==> src/rtl/dmem_copy_if.sv <==
// dmem_copy_if: command, status and RAM-port bundle between a controller and the copy engine
interface dmem_copy_if #(
  parameter int DWIDTH     = 16,
  parameter int ADDR_WIDTH = 16
);
  logic                  start;
  logic                  mode;
  logic [ADDR_WIDTH-1:0] src_addr;
  logic [ADDR_WIDTH-1:0] dst_addr;
  logic [ADDR_WIDTH-1:0] len;
  logic [DWIDTH-1:0]     fill_data;
  logic                  busy;
  logic                  done;
  logic [ADDR_WIDTH-1:0] mem_addr;
  logic [DWIDTH-1:0]     mem_data;
  logic                  mem_we;
  logic [DWIDTH-1:0]     mem_dout;
  modport master (
    output start, mode, src_addr, dst_addr, len, fill_data, mem_dout,
    input  busy, done, mem_addr, mem_data, mem_we
  );
  modport slave (
    input  start, mode, src_addr, dst_addr, len, fill_data, mem_dout,
    output busy, done, mem_addr, mem_data, mem_we
  );
endinterface

==> src/rtl/dmem_copy_engine.sv <==
// dmem_copy_engine: block copy / fill master driving the single-port data RAM
module dmem_copy_engine #(
  parameter int DWIDTH     = 16,
  parameter int ADDR_WIDTH = 16
) (
  input logic         clk,
  input logic         rst_n,
  dmem_copy_if.slave  bus
);
  typedef enum logic [1:0] {IDLE, READ, WRITE, DONE} state_t;
  localparam logic [ADDR_WIDTH-1:0] addr_one = 1;
  state_t                state, state_nx;
  logic                  fill_mode, desc;
  logic [ADDR_WIDTH-1:0] src_ptr, dst_ptr, cnt, last_ofs;
  logic [DWIDTH-1:0]     data_buf, fill_val;
  logic [ADDR_WIDTH:0]   src_end;
  logic                  overlap, accept;
  // Overlap test in one extra bit so src+len never wraps below dst
  assign src_end  = {1'b0, bus.src_addr} + {1'b0, bus.len};
  assign overlap  = !bus.mode && ({1'b0, bus.dst_addr} > {1'b0, bus.src_addr}) && ({1'b0, bus.dst_addr} < src_end);
  assign last_ofs = bus.len - addr_one;
  assign accept   = (state == IDLE) && bus.start;
  always_comb begin
    state_nx = state;
    case (state)
      IDLE:    state_nx = !bus.start ? IDLE : (bus.len == '0) ? DONE : bus.mode ? WRITE : READ;
      READ:    state_nx = WRITE;
      WRITE:   state_nx = (cnt == addr_one) ? DONE : fill_mode ? WRITE : READ;
      default: state_nx = IDLE;
    endcase
  end
  // Outputs decode from registered state only, keeping mem_we glitch-free
  assign bus.busy     = (state == READ) || (state == WRITE);
  assign bus.done     = state == DONE;
  assign bus.mem_we   = state == WRITE;
  assign bus.mem_addr = (state == READ) ? src_ptr : (state == WRITE) ? dst_ptr : '0;
  assign bus.mem_data = (state != WRITE) ? '0 : fill_mode ? fill_val : data_buf;
  always_ff @(posedge clk or negedge rst_n) begin
    if (!rst_n) begin
      state     <= IDLE;
      fill_mode <= 1'b0;
      desc      <= 1'b0;
      src_ptr   <= '0;
      dst_ptr   <= '0;
      cnt       <= '0;
      data_buf  <= '0;
      fill_val  <= '0;
    end else begin
      state <= state_nx;
      if (accept) begin
        fill_mode <= bus.mode;
        desc      <= overlap;
        src_ptr   <= overlap ? bus.src_addr + last_ofs : bus.src_addr;
        dst_ptr   <= overlap ? bus.dst_addr + last_ofs : bus.dst_addr;
        cnt       <= bus.len;
        fill_val  <= bus.fill_data;
      end
      if (state == READ) begin
        data_buf <= bus.mem_dout;
        src_ptr  <= desc ? src_ptr - addr_one : src_ptr + addr_one;
      end
      if (state == WRITE) begin
        dst_ptr <= desc ? dst_ptr - addr_one : dst_ptr + addr_one;
        cnt     <= cnt - addr_one;
      end
    end
  end
endmodule

==> src/flat_wrapper.sv <==
// flat-port wrapper written by rule: the top's interface ports become plain ports
module dmem_copy_engine_flat 
#(
  parameter int DWIDTH     = 16,
  parameter int ADDR_WIDTH = 16
)
  (clk, rst_n, bus_start, bus_mode, bus_src_addr, bus_dst_addr, bus_len, bus_fill_data, bus_mem_dout, bus_busy, bus_done, bus_mem_addr, bus_mem_data, bus_mem_we);
  dmem_copy_if #(.DWIDTH(DWIDTH), .ADDR_WIDTH(ADDR_WIDTH)) bus_i ();
  input logic clk;
  input logic rst_n;
  input wire logic [$bits(bus_i.start)-1:0] bus_start;
  input wire logic [$bits(bus_i.mode)-1:0] bus_mode;
  input wire logic [$bits(bus_i.src_addr)-1:0] bus_src_addr;
  input wire logic [$bits(bus_i.dst_addr)-1:0] bus_dst_addr;
  input wire logic [$bits(bus_i.len)-1:0] bus_len;
  input wire logic [$bits(bus_i.fill_data)-1:0] bus_fill_data;
  input wire logic [$bits(bus_i.mem_dout)-1:0] bus_mem_dout;
  output wire logic [$bits(bus_i.busy)-1:0] bus_busy;
  output wire logic [$bits(bus_i.done)-1:0] bus_done;
  output wire logic [$bits(bus_i.mem_addr)-1:0] bus_mem_addr;
  output wire logic [$bits(bus_i.mem_data)-1:0] bus_mem_data;
  output wire logic [$bits(bus_i.mem_we)-1:0] bus_mem_we;
  assign bus_i.start = bus_start;
  assign bus_i.mode = bus_mode;
  assign bus_i.src_addr = bus_src_addr;
  assign bus_i.dst_addr = bus_dst_addr;
  assign bus_i.len = bus_len;
  assign bus_i.fill_data = bus_fill_data;
  assign bus_i.mem_dout = bus_mem_dout;
  assign bus_busy = bus_i.busy;
  assign bus_done = bus_i.done;
  assign bus_mem_addr = bus_i.mem_addr;
  assign bus_mem_data = bus_i.mem_data;
  assign bus_mem_we = bus_i.mem_we;
  dmem_copy_engine #(.DWIDTH(DWIDTH), .ADDR_WIDTH(ADDR_WIDTH)) u_core (.clk(clk), .rst_n(rst_n), .bus(bus_i));
endmodule
==> config.mk <==
export PLATFORM = sky130hd
export DESIGN_NAME = dmem_copy_engine_flat
export DESIGN_NICKNAME = d
export VERILOG_FILES = /design/src/rtl/dmem_copy_if.sv /design/src/rtl/dmem_copy_engine.sv /design/src/flat_wrapper.sv
export SDC_FILE = /design/constraint.sdc
export NUM_CORES = 1
export LEC_CHECK = 0
export BUFFER_PORTS_ARGS = -buffer_cell sky130_fd_sc_hd__buf_2
export CAP_MARGIN = 20
export CORE_MARGIN = 1
export CORE_UTILIZATION = 30
export CTS_CLUSTER_DIAMETER = 60
export CTS_CLUSTER_SIZE = 12
export DETAILED_ROUTE_END_ITERATION = 16
export GPL_TIMING_DRIVEN = 0
export PLACE_DENSITY = 0.48
export REMOVE_ABC_BUFFERS = 1
export SYNTH_ARGS = -nofsm -noshare
export SYNTH_HDL_FRONTEND = slang
export SYNTH_SLANG_ARGS = --single-unit
export TNS_END_PERCENT = 1
==> constraint.sdc <==
create_clock -name clk -period 4.22 [get_ports clk]
set_input_delay 0.422 -clock clk [delete_from_list [all_inputs] [get_ports clk]]
set_output_delay 0.422 -clock clk [all_outputs]
set_load 0.02 [all_outputs]
==> results.tsv, run 1 <==
stage	metric	value	unit
floorplan	start_util	30.9	%
global_route	grt_pass1_vias	7546	
clocking	cts.htree.levels	3	
power_and_ir_drop	power_frac_seq	34.1	%
finish	final_cell_mix	120 x nand2_1, 113 x buf_2, 102 x ha_1	
synthesis	synth-edff-count	0	
power_and_ir_drop	netSwitchingFraction	32.2	%
finish	stdcell_count	1543	
status	violations	setup timing	
worst_setup_path	worst-path-buf-inv	5	
worst_setup_path	worstReg2RegStart	u_core.desc	
worst_hold_path	hold_class	input port to register	
worst_setup_path	cp_slowest_cell	or4_4	
clocking	cts.sinks	84	
worst_hold_path	min_path_cells	3	
placed_design	dp.cells	1499	
floorplan	die-area	0.0297	mm^2
routing	viasPerCell	5.02	
routing	drc	0	
routing	route.final.wire_length	25600	um
worst_setup_path	crit_family	compound AO/OA/AOI/OAI gates	
power_and_ir_drop	static-leakage-power	4.88	nW
worst_setup_path	r2r-end	u_core.dst_ptr[14]	
sta	timing.final.ws_setup	-75.3	ps
synthesis	async_flop_share	100	%
power_and_ir_drop	max-vdd-ir-drop	0.206	mV
clocking	cts_tree	yes	
clocking	cts_buffers	9	
floorplan	fp.dieH	172	um
placed_design	port_buffers	118	
power_and_ir_drop	comb_power_share	30.7	%
finish	areaGrowthSynthToFinish	21.6	%
worst_setup_path	crit_path_end_kind	register	
sta	setup_violations	17	
clocking	cts_root_buffer	clkbuf_16	
worst_hold_path	min_to	u_core.fill_val[10]	
clocking	clkTransAtPathRegs	70	ps
synthesis	synth.distinct_cells	66	
synthesis	yosysWarningCount	0	
worst_setup_path	crit_fanout	6	
worst_setup_path	crit_top_cell	a21oi_2	
sta	fmax	233	MHz
power_and_ir_drop	power.switching	0.000769	W
clocking	clock_latency	360	ps
finish	nets	1361	
synthesis	avgSynthCellArea	8.42	um^2
clocking	clk_path_buf_depth	2	
sta	slew_headroom	27.2	%
worst_setup_path	worstPathArrival	4550	ps
sta	whs	246	ps
floorplan	io_pins	119	
worst_setup_path	r2r_slack	650	ps
worst_setup_path	critPathMaxStageDelay	520	ps
finish	regArea	0.00210	mm^2
floorplan	fp.dieW	172	um
synthesis	synth_top_flop_cell	dfrtp_1	
finish	final_common_cell	nand2_1	
job	max-cap-violations	0	
power_and_ir_drop	p_per_area	226	mW/mm^2
routing	antenna_left	0	
global_route	grt_pass1_wl	40900	um
global_route	grt-ovfl-total	0	
placed_design	dp.final_hpwl	19500	um
sta	skew	5.93	ps
routing	dr.pass1.iters	5	
finish	multi_input_area	0.00645	mm^2
power_and_ir_drop	p_int	0.00162	W
synthesis	syn_inst	1032	
worst_setup_path	critical_path_class	input port to register	
sta	min_period	4300	ps
routing	vias	7744	
sta	rsz0062_at_grt	yes	
synthesis	synth_area	0.00869	mm^2
global_route	grt_max_degree	63	
worst_setup_path	required	4470	ps
sta	finalHoldViolCount	0	
placed_design	routabilityCongestion	0.785	
sta	maxSlewViolCount	0	
routing	drt_iter0_markers	449	
global_route	track_usage	17.8	%
status	status	finished with violations	
global_route	antenna_found_initial	0	
finish	drive_above_1_share	20.6	%
finish	antenna_cells	0	
synthesis	seq_area_frac_synth	24.2	%
sta	worstMarginPinSlew	1090	ps
worst_setup_path	cp-start-kind	input port	
finish	fillers	2930	
worst_setup_path	reg2regPathDepth	12	
floorplan	core.rowCount	61	
sta	fin_crit_sh	102	%
power_and_ir_drop	clkPwrFrac	35.2	%
floorplan	coreArea	0.0282	mm^2
routing	post_drt_wl_per_cell	16.6	um
synthesis	yosys_register_bits	84	
worst_hold_path	min_from	bus_fill_data[10]	
==> worst reg2reg max path: cells and delay by family (launching register included) <==
family          cells  cell delay [ps]
compound gates      7             1380
flops               1              790
simple gates        2              480
fa+ha+maj           1              450
buf+inv             1              210
xor+xnor            1              170
==> cell type report <==
type	instances	share of cell area (%)
sequential	84	19.9
clock buffer	10	2.17
timing repair buffer	154	9.81
inverter	54	1.92
multi-input combinational	857	61.1
clock inverter	6	0.651
tap	378	4.48
==> per-layer routing <==
layer  routed length (um)  part of all wire (%)  track usage (%)  vias up
met4                  257                   1.0             4.00        0
met1                13100                    51             25.3     3566
met2                11300                    44             28.4      166
li1                     -                     -                -     3995
met5                    0                     0                0        -
met3                  963                   3.8             2.36       17
==> timing repair <==
item                                    in CTS  in global routing
endpoints found under the setup margin      33                 33
resized for setup                           51                 24
pin swaps                                   25                 24
setup buffers                               20                  6
hold buffers                                 1                  0
hold endpoints to repair                    22                  0
==> worst max-delay path by stage <==
stage          slack [ps]                  to  depth (start not counted)            start
6_report              -80   u_core.dst_ptr[0]                         26  bus_src_addr[1]
5_1_grt              -340   u_core.dst_ptr[0]                         26  bus_src_addr[1]
4_1_cts              -110   u_core.src_ptr[4]                         24  bus_src_addr[0]
3_5_place_dp        -1430   u_core.src_ptr[1]                         25  bus_src_addr[1]
3_3_place_gp        -4460  u_core.src_ptr[14]                         22  bus_src_addr[1]
2_1_floorplan       -2200   u_core.dst_ptr[1]                         21       bus_len[1]
==> power by group through the flow <==
stage | clock network, W | registers, W | logic [W]
after floorplan | 0 | 0.000831 | 0.000417
after global placement | 0 | 0.000831 | 0.000604
after detailed placement | 0 | 0.000832 | 0.000615
after CTS | 0.000874 | 0.000816 | 0.000698
after global routing | 0.000891 | 0.000816 | 0.000822
final | 0.000843 | 0.000816 | 0.000733
==> kinds of logic after synthesis <==
| kind of cell | count (synthesis) | share of synthesized area [%] |
|---|---|---|
| adder cells (fa/ha/maj) | 117 | 17.3 |
| XOR/XNOR | 91 | 9.26 |
| AND/OR/NAND/NOR | 300 | 16.3 |
| buffers and inverters | 91 | 4.43 |
| multiplexers | 60 | 7.18 |
| AO/OA/AOI/OAI | 289 | 21.4 |
| flip-flops | 84 | 24.2 |
==> state kept, by name (all words and copies together), names as in the netlist <==
register	cells
u_core.fill_val	16
u_core.src_ptr	16
u_core.cnt	16
u_core.data_buf	16
u_core.state	2
u_core.desc	1
u_core.dst_ptr	16
u_core.fill_mode	1
==> Yosys cell counts, drive strengths merged, types with 5 or more instances <==
library cell | number | area (um^2)
a22o | 14 | 123
o21ai | 76 | 380
nand2b | 10 | 62.6
mux2i | 41 | 410
o21bai | 9 | 67.6
ha | 112 | 1400
buf | 9 | 47.6
inv | 54 | 203
a31oi | 8 | 50.1
o211a | 5 | 50.1
o22ai | 13 | 81.3
or3 | 7 | 48.8
xnor2 | 48 | 420
nor2b | 15 | 93.8
xor2 | 43 | 384
a211oi | 17 | 128
nand3 | 14 | 70.1
clkbuf | 28 | 135
o21a | 9 | 67.6
nor4 | 9 | 62.6
a21o | 32 | 240
fa | 5 | 100
dfrtp | 84 | 2100
nand4 | 7 | 43.8
and3 | 14 | 90.1
mux2 | 19 | 214
a41oi | 6 | 52.6
nand2 | 122 | 460
a211o | 5 | 43.8
a21oi | 65 | 325
nor2 | 64 | 240
nor3 | 27 | 146
==> metrics by stage <==
step / TNS (ps) / power [W] / utilization [%] / cell area, um^2 / setup slack, ps
global route: -7850 / 0.00253 / 37.5 / 10600 / -340
floorplan: -66330 / 0.00125 / - / 8510 / -2200
detailed placement: -33520 / 0.00145 / 34.6 / 9740 / -1430
global placement: -150870 / 0.00144 / 34.0 / 9570 / -4460
CTS: -1530 / 0.00239 / 36.9 / 10400 / -115
finish: -546 / 0.00239 / 37.5 / 10600 / -75.3
(Power assumes the default switching activity.)
==> run 2: changes to the inputs <==
--- a/config.mk
+++ b/config.mk
@@ -14,6 +14,7 @@
 export DETAILED_ROUTE_END_ITERATION = 16
 export GPL_TIMING_DRIVEN = 0
 export PLACE_DENSITY = 0.48
+export RECOVER_POWER = 100
 export REMOVE_ABC_BUFFERS = 1
 export SYNTH_ARGS = -nofsm -noshare
 export SYNTH_HDL_FRONTEND = slang
==> run 2 against run 1 <==
Via count is essentially flat. Count of clock-buffer cells in the layout unchanged. Global-route usage stayed put. Sequential power barely moved. Register-to-register slack about the same. The run ends with capacitance limit, slew limit, setup timing left. Critical path type unchanged. Sequential share of layout area grew 0.059 points. Power fell by 0.13%. Critical path depth unchanged. Die area stayed put.
==> results.tsv, run 2 (same netlist as run 1, synthesis figures left out) <==
stage	metric	value	unit
status	status	finished with violations	
status	violations	capacitance limit, slew limit, setup timing	
finish	areaGrowthSynthToFinish	21.2	%
sta	worstMarginPinSlew	1690	ps
sta	maxSlewViolCount	63	
floorplan	die-area	0.0297	mm^2
routing	dr.pass1.iters	5	
sta	skew	5.93	ps
floorplan	io_pins	119	
routing	viasPerCell	5.02	
power_and_ir_drop	netSwitchingFraction	32.2	%
floorplan	coreArea	0.0282	mm^2
sta	min_period	4300	ps
routing	vias	7745	
finish	final_cell_mix	120 x nand2_1, 111 x buf_2, 103 x ha_1	
routing	post_drt_wl_per_cell	16.6	um
sta	timing.final.ws_setup	-75.3	ps
clocking	cts_buffers	9	
worst_setup_path	critical_path_class	input port to register	
placed_design	routabilityCongestion	0.785	
power_and_ir_drop	max-vdd-ir-drop	0.206	mV
power_and_ir_drop	p_per_area	227	mW/mm^2
global_route	track_usage	17.8	%
clocking	cts.htree.levels	3	
clocking	cts_tree	yes	
power_and_ir_drop	static-leakage-power	4.86	nW
worst_setup_path	required	4470	ps
finish	utilization	37.4	%
sta	tns	-546	ps
floorplan	fp.dieW	172	um
clocking	clock_latency	360	ps
sta	finalHoldViolCount	0	
power_and_ir_drop	power_frac_seq	34.2	%
global_route	grt_pass1_wl	40900	um
clocking	clk_path_buf_depth	2	
sta	fin_crit_sh	102	%
power_and_ir_drop	clkPwrFrac	35.3	%
worst_hold_path	hold_class	input port to register	
floorplan	fp.dieH	172	um
floorplan	core.rowCount	61	
worst_setup_path	cp-start-kind	input port	
routing	antenna_left	0	
worst_setup_path	crit_fanout	6	
power_and_ir_drop	p_int	0.00162	W
finish	nets	1361	
clocking	cts_root_buffer	clkbuf_16	
global_route	grt_max_degree	63	
routing	drt_iter0_markers	449	
placed_design	dp.cells	1499	
floorplan	start_util	30.9	%
worst_setup_path	worstPathArrival	4550	ps
placed_design	port_buffers	118	
routing	drc	0	
sta	fmax	233	MHz
finish	stdcell_count	1543	
clocking	clkTransAtPathRegs	70	ps
finish	final_common_cell	nand2_1	
job	max-cap-violations	1	
finish	drive_above_1_share	20.3	%
global_route	antenna_found_initial	0	
routing	route.final.wire_length	25600	um
finish	antenna_cells	0	
power_and_ir_drop	comb_power_share	30.6	%
sta	rsz0062_at_grt	yes	
sta	slew_headroom	-12.9	%
placed_design	dp.final_hpwl	19500	um
global_route	grt_pass1_vias	7546	
power_and_ir_drop	power.switching	0.000769	W
sta	setup_violations	17	
finish	fillers	2934	
worst_setup_path	crit_path_end_kind	register	
global_route	grt-ovfl-total	0	
clocking	cts.sinks	84	
run 2: changes by cell type in the layout (fill, tap and decap cells not counted):
| cell | before | now |
|---|---|---|
| clkbuf_2 | 0 | 1 |
| clkbuf_1 | 1 | 4 |
| buf_4 | 23 | 22 |
| ha_2 | 6 | 5 |
| buf_16 | 2 | 1 |
| ha_1 | 102 | 103 |
| buf_2 | 113 | 111 |
run 2: power by group through the flow:
stage	clock, W	combinational, W	sequential [W]
2_1_floorplan	0	0.000417	0.000831
3_3_place_gp	0	0.000604	0.000831
3_5_place_dp	0	0.000615	0.000832
4_1_cts	0.000874	0.000698	0.000816
5_1_grt	0.000891	0.000818	0.000816
6_report	0.000843	0.000730	0.000816
run 2: worst paths after layout:
kind	to	slack, ps	depth (start not counted)	from
max in group asynchronous	u_core.src_ptr[9]	1110	3	rst_n
worst min-delay path	u_core.fill_val[10]	250	3	bus_fill_data[10]
min in group asynchronous	u_core.fill_val[2]	830	2	rst_n
worst min register to register	u_core.fill_val[9]	480	2	u_core.fill_val[9]
worst max register to register	u_core.dst_ptr[14]	650	12	u_core.desc
worst max-delay path	u_core.dst_ptr[0]	-80	26	bus_src_addr[1]
run 2: what timing repair did:
action                                 in CTS  in global routing
hold buffers                                1                  0
gates resized for setup                    51                 24
endpoints found under the hold margin      22                  0
setup endpoints to repair                  33                 33
setup buffers                              20                  6
pin swaps                                  25                 24
run 2: critical path, cell delays in order:
cell and delay [ps]:
buf_12 100, ha_4 220, a21o_1 190, a21oi_2 150, o21bai_1 110, a21oi_2 170
o21bai_1 110, a21oi_2 170, o21bai_1 90, a21oi_1 170, xor2_1 100, ha_2 190
or4_4 520, o2111ai_4 220, a21oi_2 50, a21boi_4 150, o211ai_1 220, a41oi_2 80
nor4_4 210, buf_6 160, buf_12 100, buf_12 110, buf_6 90, mux2i_1 180
a21oi_1 80, o21a_1 170
run 2: layout make-up:
| class | count | area (um^2) | area share (%) |
|---|---|---|---|
| multi-input cells | 857 | 6450 | 61.2 |
| flip-flops and latches | 84 | 2100 | 20.0 |
| repair buffers | 154 | 1010 | 9.56 |
| well taps | 378 | 473 | 4.49 |
| clock buffers | 10 | 229 | 2.17 |
| inverters | 54 | 203 | 1.92 |
| clock inverters | 6 | 68.8 | 0.653 |
run 2: routing by layer:
layer,wire (um),part of all wire (%),up-vias,track usage (%)
met5,0,0,-,0
li1,-,-,3995,-
met4,257,1.0,0,4.00
met1,13100,51,3567,25.3
met3,963,3.8,17,2.36
met2,11300,44,166,28.4
run 2: per-stage QoR:
step / setup slack, ps / total power [W] / hold slack, ps / area [um^2]
detailed placement: -1430 / 0.00145 / 343 / 9740
global route: -340 / 0.00253 / 240 / 10500
finish: -75.3 / 0.00239 / 246 / 10500
CTS: -115 / 0.00239 / 236 / 10400
floorplan: -2200 / 0.00125 / 126 / 8510
global placement: -4460 / 0.00144 / 458 / 9570
